## src/rtl/hs_master_fsm.sv

```systemverilog
// hs_master_fsm -- producer side of the 4-phase req/ack byte link.
//
// Bytes pushed on the write port are buffered in a DEPTH-entry FIFO and sent
// one at a time to the slave: pop into data_out and raise req, wait for ack
// high, drop req, wait for ack low, then pulse done and bump xfer_cnt.
//
// Optional feature macro: HS_ACK_TIMEOUT_EN
//   defined   : REQ_HI gives up after TIMEOUT cycles without ack, drops the
//               byte and sets the sticky err flag.
//   undefined : REQ_HI waits forever, err is tied low.
//
// Ports:
//   clk, rst_n        clock, asynchronous active-low reset
//   wr_en, wr_data    FIFO write port (write while full is dropped)
//   full, empty       FIFO occupancy flags
//   req, data_out     registered handshake request and byte to the slave
//   ack               handshake acknowledge from the slave
//   busy              FSM not in IDLE
//   done              one-cycle pulse per completed transfer
//   xfer_cnt          completed-transfer count, wraps at 255
//   err               sticky ack-timeout flag
module hs_master_fsm #(
   parameter int DEPTH   = 4,
   parameter int TIMEOUT = 16
) (
   input  logic       clk,
   input  logic       rst_n,
   input  logic       wr_en,
   input  logic [7:0] wr_data,
   output logic       full,
   output logic       empty,
   output logic       req,
   output logic [7:0] data_out,
   input  logic       ack,
   output logic       busy,
   output logic       done,
   output logic [7:0] xfer_cnt,
   output logic       err
);

   localparam int PW = $clog2(DEPTH);
   localparam int CW = PW + 1;

   typedef enum logic [1:0] {
      IDLE   = 2'd0,
      REQ_HI = 2'd1,
      REQ_LO = 2'd2
   } state_t;

   state_t state, state_nxt;

   // ---------------------------------------------------------------- FIFO
   logic [7:0]    mem [DEPTH];
   logic [PW-1:0] wptr, rptr;
   logic [CW-1:0] count;
   logic          push, pop;

   assign full  = (count == CW'(DEPTH));
   assign empty = (count == '0);
   assign push  = wr_en && !full;

   always_ff @(posedge clk) begin
      if (push) mem[wptr] <= wr_data;
   end

   always_ff @(posedge clk or negedge rst_n) begin
      if (!rst_n) begin
         wptr  <= '0;
         rptr  <= '0;
         count <= '0;
      end else begin
         if (push) wptr <= wptr + 1'b1;
         if (pop)  rptr <= rptr + 1'b1;
         case ({push, pop})
            2'b10:   count <= count + 1'b1;
            2'b01:   count <= count - 1'b1;
            default: count <= count;
         endcase
      end
   end

   // ------------------------------------------------------ handshake FSM
   logic       req_nxt, done_nxt;
   logic [7:0] data_nxt, cnt_nxt;
   logic       aborted;

`ifdef HS_ACK_TIMEOUT_EN
   logic [7:0] wait_cnt, wait_nxt;
   logic       aborted_r, aborted_nxt, err_nxt;
   assign aborted = aborted_r;
`else
   // No timeout: transfers can never be aborted and err never fires.
   assign aborted = 1'b0;
   assign err     = 1'b0;
   logic unused_timeout;
   assign unused_timeout = (TIMEOUT > 0);
`endif

   assign busy = (state != IDLE);

   always_ff @(posedge clk or negedge rst_n) begin
      if (!rst_n) state <= IDLE;
      else        state <= state_nxt;
   end

   always_comb begin
      state_nxt = state;
      pop       = 1'b0;
      req_nxt   = req;
      data_nxt  = data_out;
      done_nxt  = 1'b0;
      cnt_nxt   = xfer_cnt;
`ifdef HS_ACK_TIMEOUT_EN
      wait_nxt    = wait_cnt;
      aborted_nxt = aborted_r;
      err_nxt     = err;
`endif
      case (state)
         IDLE: begin
            // ack is ignored here; we only get back to IDLE after ack was
            // seen low, so a new req never overlaps the previous ack.
            if (!empty) begin
               pop       = 1'b1;
               data_nxt  = mem[rptr];
               req_nxt   = 1'b1;
               state_nxt = REQ_HI;
`ifdef HS_ACK_TIMEOUT_EN
               wait_nxt    = '0;
               aborted_nxt = 1'b0;
`endif
            end
         end
         REQ_HI: begin
            if (ack) begin
               req_nxt   = 1'b0;
               state_nxt = REQ_LO;
            end
`ifdef HS_ACK_TIMEOUT_EN
            // Abort on the cycle whose increment would make the count reach
            // TIMEOUT, so req is high for exactly TIMEOUT cycles.
            else if (wait_cnt == 8'(TIMEOUT - 1)) begin
               req_nxt     = 1'b0;
               err_nxt     = 1'b1;
               aborted_nxt = 1'b1;
               state_nxt   = REQ_LO;
            end else begin
               wait_nxt = wait_cnt + 8'd1;
            end
`endif
         end
         REQ_LO: begin
            if (!ack) begin
               state_nxt = IDLE;
               if (!aborted) begin
                  done_nxt = 1'b1;
                  cnt_nxt  = xfer_cnt + 8'd1;
               end
            end
         end
         default: state_nxt = IDLE;
      endcase
   end

   always_ff @(posedge clk or negedge rst_n) begin
      if (!rst_n) begin
         req      <= 1'b0;
         data_out <= 8'h00;
         done     <= 1'b0;
         xfer_cnt <= 8'h00;
      end else begin
         req      <= req_nxt;
         data_out <= data_nxt;
         done     <= done_nxt;
         xfer_cnt <= cnt_nxt;
      end
   end

`ifdef HS_ACK_TIMEOUT_EN
   always_ff @(posedge clk or negedge rst_n) begin
      if (!rst_n) begin
         wait_cnt  <= 8'h00;
         aborted_r <= 1'b0;
         err       <= 1'b0;
      end else begin
         wait_cnt  <= wait_nxt;
         aborted_r <= aborted_nxt;
         err       <= err_nxt;
      end
   end
`endif

endmodule

```

## config.mk

```make
export PLATFORM = sky130hd
export DESIGN_NAME = hs_master_fsm
export DESIGN_NICKNAME = d
export VERILOG_FILES = /design/src/rtl/hs_master_fsm.sv
export SDC_FILE = /design/constraint.sdc
export NUM_CORES = 1
export LEC_CHECK = 0
export ABC_AREA = 1
export BUFFER_PORTS_ARGS = -buffer_cell sky130_fd_sc_hd__buf_2
export CORE_ASPECT_RATIO = 1.4
export CORE_MARGIN = 1
export CORE_UTILIZATION = 50
export CTS_CLUSTER_SIZE = 30
export DETAILED_ROUTE_END_ITERATION = 6
export GPL_TIMING_DRIVEN = 1
export PLACE_DENSITY = 0.73
export SETUP_SLACK_MARGIN = 0.02
export SLEW_MARGIN = 20
export SYNTH_ARGS = -nofsm -noshare
export SYNTH_HDL_FRONTEND = slang
export SYNTH_SLANG_ARGS = --single-unit
```

## constraint.sdc

```tcl
create_clock -name clk -period 2.2 [get_ports clk]
set_input_delay 0.33 -clock clk [delete_from_list [all_inputs] [get_ports clk]]
set_output_delay 0.33 -clock clk [all_outputs]
set_load 0.005 [all_outputs]
```

* Yosys cells after proc, flatten, opt, wreduce, memory -nomap -nowiden *
Memories as Yosys holds them, arrays and structs flattened. A register that Yosys moved wholly into a read port is not among the register bits.
Index checks and enable logic that the tools add are counted.

storage, ports and cells
  bits in registers = 19
  bits in writable memories = 32
  output and inout bits = 22
  word-level logic and storage cells = 49
  memories = 1

memories
  memory  depth  width  rd ports  clocked after memory_dff  wr ports  line  text
  mem     4      8      1         1                         1         53    logic [7:0] mem [DEPTH];

cells by class
  add/subtract/negate cells = 5
  eq/ne operators = 8
  muxes and demuxes = 14
  bitwise gates (word level) = 2
  reductions and logical operators = 12

operators by type and width
  cell                                                                   number
  8-bit by 1-bit adder with 8-bit output, second input constant          1
  1-bit 2-to-1 mux                                                       8
  2-bit 2-to-1 mux                                                       3
  2-bit inequality test, second input constant                           3
  2-bit case mux with 3 select lines                                     1
  3-bit case mux with 2 select lines                                     1
  3-bit AND reduction                                                    2
  2-bit nonzero test                                                     3
  2-bit by 1-bit adder with 2-bit output, second input constant          2
  2-bit by 1-bit equality test with 1-bit output, second input constant  2
  2-bit equality test, second input constant                             2
  2-bit AND reduction                                                    2
  3-bit by 1-bit adder with 3-bit output, second input constant          1
  3-bit equality test, second input constant                             1
  3-bit logical NOT                                                      1
  3-bit by 1-bit subtractor with 3-bit output, second input constant     1
  1-bit logical NOT                                                      2
  2-bit logical NOT                                                      1
  1-bit inverter                                                         2
  1-bit case mux with 2 select lines                                     1
  1-bit logical AND                                                      1

* Depth between registers and ports, before layout *
  depth in word-level cells = 5
  mapped depth = 10
  depth with buffers taken out = 10

* Worst setup path after synthesis *
OpenSTA, ideal clock, no wires.

  kind = register -> register
  from = register state[1]
  to = register count[2]
  library setup time = 0.079 ns
  arrival = 1.865 ns
  required time = 2.121 ns
  path slack = 0.256 ns
  stages on the path, launching flop included = 10
  period minus slack after synthesis = 1.944 ns
  cell sequence = dfrtp_1 > nor2_1 > o21ai_4 > inv_2 > ha_1 > inv_1 > fa_1 > or2_2 > nand2_1 > xor2_1

between the ends
  word-level cells in the longest chain between the ends = 4

RTL lines
  element                                                                                line  text
  from (decl)                                                                            50    state_t state, state_nxt;
  from (signal assigned)                                                                 103   else state <= state_nxt;
  2-bit logical NOT *                                                                    118   case (state)
  1-bit 2-to-1 mux *                                                                     118
  named net pop                                                                          56    logic push, pop;
  2-bit by 1-bit equality test with 1-bit output or 2-bit equality test (tied branches)  74    case ({push, pop})
  3-bit case mux with 2 select lines or 2-bit nonzero test (tied branches)               n/a
  to (signal assigned)                                                                   75    2'b10: count <= count + 1'b1;
  to (signal assigned)                                                                   76    2'b01: count <= count - 1'b1;
  to (signal assigned)                                                                   77    default: count <= count;
  to (decl)                                                                              55    logic [CW-1:0] count;

Mark *: on every way through the listed nets, which the timed path passes. The rest lies on a longest branch.
A chain may end at the register's enable or synchronous reset.

* Worst setup path in the final report *
  from = register count[1]
  to = register count[2]

between the ends
  word-level cells in the longest chain between the ends = 5

RTL lines
  element                                                                                line
  3-bit logical NOT or 3-bit equality test (tied branches)                               59, 58
  1-bit 2-to-1 mux or 1-bit logical NOT (tied branches)                                  122, 60
  1-bit 2-to-1 mux or 1-bit logical AND (tied branches)                                  118, 60
  2-bit by 1-bit equality test with 1-bit output or 2-bit equality test (tied branches)  74
  3-bit case mux with 2 select lines or 2-bit nonzero test (tied branches)               n/a

Several ways; a longest one is shown, not always the timed one.

==> results.md <==
- Antenna-violating nets left: 0
- PnR worst setup slack: 184 ps
- Die ar.: 5440 um2
- Flops & latches, synth: 59
- Final setup fails: 0
- Post-CTS Setup Inserts: 0
- Worst slack, placed: 283 ps
- Max Clock Freq: 0.496 GHz
- Area Growth Syn to Fin: 16.9%
- Cell area after synthesis: 2570 um2
- Sequential share of the synthesized area: 0.636
- Critical Path AT: 2270 ps
- Detailed Place HPWL: 3.13 mm
- Fillers: 415
- CTS Root Cell: clkbuf_8
- Pwr Density: 1330 nW/um2
- CTS resizes: 0
- Final wirelength: 4.47 mm
- Slew HR: 0.604
- Peak supply drop: 0.531 mV
- Slew Limit Fails: 0
- Req. time, crit path: 2450 ps
- Avg Vias per Cell: 4.72
- Leak: 1.47 nW
- Max cap viols: 0
- Top cell type's share of synthesized area: 0.373
- Vert. Die Dim: 86.9 um
- Initial antenna violation count: 0
- Clock Skews: 10.2 ps
- Final hold viol count: 0
- Critical path fanouts, max: 4
- CP Capture Point: count[2]$_DFFE_PN0P_
- Detailed Routing Iterations Pass 1: 4
- Initial Util: 0.524
- Die Wd: 62.7 um
- Layout cells sized above 1: 0.212
- Ys flop type: edfxtp_1
- Fin cells: 366
- Reg2reg setup slack: 180 ps
- Worst reg2reg startpoint: count[1]$_DFFE_PN0P_
- Initial DRC Count: 43
- N_diodes: 0
- I/O Buffers: 32
- Cells on worst reg2reg path: 9
- Syn Inst Count: 252
- Async S/R FF share, synth: 0.458
- Vias in the first global route: 1,678
- Core Footprint: 4920 um2
- Post-route clock period utilization: 0.916
- Clock transition at path regs: 60 ps
- CTS Hold Bufs: 0
- RSZ-0062 raised after global routing: false
- Wire length per cell: 12.2 um
- Placed inst area: 2820 um2
- TritonCTS clock tree: done
- TritonCTS buffer count: 9
- CTS Buffer Depth: 2
- Site Rows: 30
- First-pass GRT wire length: 7.56 mm
- Post-layout minimum cycle time: 2020 ps
- Top post-synthesis cells by area: edfxtp_1 (37%), dfrtp_1 (26%), nand2_1 (17%)
- Synth Warn #: 0
- # placed instances: 350
- Crit Path Category: register to register
- Status: finished, final reports clean
- Crit. Startpoint: count[1]$_DFFE_PN0P_
- Slew @ Worst Pin: 593 ps
- GRT Util Overall: 0.188
- Worst hold-check path type: primary input to asynchronous set/reset pin
- I/O Pins: 34
- Critical path endpoint category: register
- Syn avg cell area: 10.2 um2
- Total congestion overflow: 0
- Residual DRC: 0
- Synth unique cells: 24
- Insertion delay to the later sink of the worst-skew pair: 330 ps
- Final non-filler cell area: 3010 um2
- # clock sinks: 59
- H-tree levels: 3
- EDFF count, synth: 32
- Setup TNS: 0 ps
- Routability-driven placement congestion ratio: 0.716
- Via Count: 1,729
- Fin nets: 316
- Yosys top cell by area: edfxtp_1
- Largest net degree at the start of global routing: 28
- CP startpoint kind: register
- Synth Net Count: 271
- Crit Reg-Reg Endpoint: count[2]$_DFFE_PN0P_
final cells by class:
cell class / count / area, um2 / area share
clock buffers: 15 / 186 / 0.0620
clock inverters: 1 / 5.00 / 0.00166
well taps: 64 / 80.1 / 0.0266
repair buffers: 40 / 220 / 0.0732
inverters: 22 / 85.1 / 0.0283
flip-flops and latches: 59 / 1640 / 0.544
multi-input cells: 165 / 796 / 0.264
worst max-delay path: stages (launching register included):
cell and delay, ps:
dfrtp_1 380, inv_1 110, nand2_2 130, o21ai_4 170, ha_1 180, inv_1 80
fa_1 380, or2_2 310, nand2_1 80, xor2_1 130
layout by cell type (no fill, tap or decap), drive strengths merged:
master	count
or2	2
o21ai	7
xnor2	4
conb	1
nand4	1
clkinv	1
ha	6
nand3b	2
nand2	119
fa	1
inv	22
nor2	12
nand3	3
edfxtp	32
dfrtp	27
a21oi	2
clkbuf	15
xor2	5
buf	40
registers in the layout (all words and copies together), names as in the netlist:
name	count
count	3
xfer_cnt	8
data_out	8
state	2
wptr	2
req	1
done	1
rptr	2
mem	32
layer usage:
layer | share of wire | track usage | vias to the layer above
met5 | 0 | 0 | -
met4 | 0.018 | 0.106 | 0
met3 | 0.041 | 0.0628 | 10
met2 | 0.52 | 0.321 | 37
met1 | 0.42 | 0.205 | 803
li1 | - | - | 879
cells by family after synthesis:
logic type               count (synthesis)  synth area share
AND/OR/NAND/NOR                        139             0.214
flip-flops                              59             0.636
buffers and inverters                   28            0.0554
AO/OA/AOI/OAI                            9            0.0262
XOR/XNOR                                 9            0.0306
adder cells (fa/ha/maj)                  7            0.0369
other                                    1           0.00146
report_power, final:
| group | leakage, nW | total [mW] | switching [mW] | internal [mW] |
|---|---|---|---|---|
| Sequential | 0.628 | 1.70 | 0.208 | 1.50 |
| Combinational | 0.744 | 1.40 | 0.847 | 0.553 |
| Clock | 0.0997 | 0.907 | 0.376 | 0.531 |
| Total | 1.47 | 4.01 | 1.43 | 2.58 |
worst min path at each step:
stage	startpoint	end	slack, ps	depth (start not counted)
2_1_floorplan	rst_n	count[0]$_DFFE_PN0P_	30	0
4_1_cts	rst_n	xfer_cnt[7]$_DFFE_PN0P_	20	1
3_3_place_gp	rst_n	xfer_cnt[5]$_DFFE_PN0P_	370	1
6_report	rst_n	data_out[7]$_DFFE_PN0P_	3	1
5_1_grt	rst_n	xfer_cnt[3]$_DFFE_PN0P_	40	1
3_5_place_dp	rst_n	xfer_cnt[7]$_DFFE_PN0P_	370	1
through the flow:
stage / util / hold WS, ps / total power [mW]
after floorplan: - / 34.4 / 2.71
after global placement: 0.573 / 368 / 3.07
after detailed placement: 0.573 / 367 / 3.13
after CTS: 0.612 / 15.8 / 4.06
after global routing: 0.612 / 38.4 / 4.34
final: 0.612 / 2.85 / 4.01
cells in the mapped netlist, types with 2 or more instances:
cell,n
a21oi_1,2
buf_6,4
dfrtp_1,27
edfxtp_1,32
ha_1,6
inv_1,18
inv_2,3
nand2_1,118
nand3_1,3
nand3b_1,2
nor2_1,11
o21ai_0,5
o21ai_4,2
or2_2,2
xnor2_1,4
xor2_1,5
(Power assumes the default switching activity.)
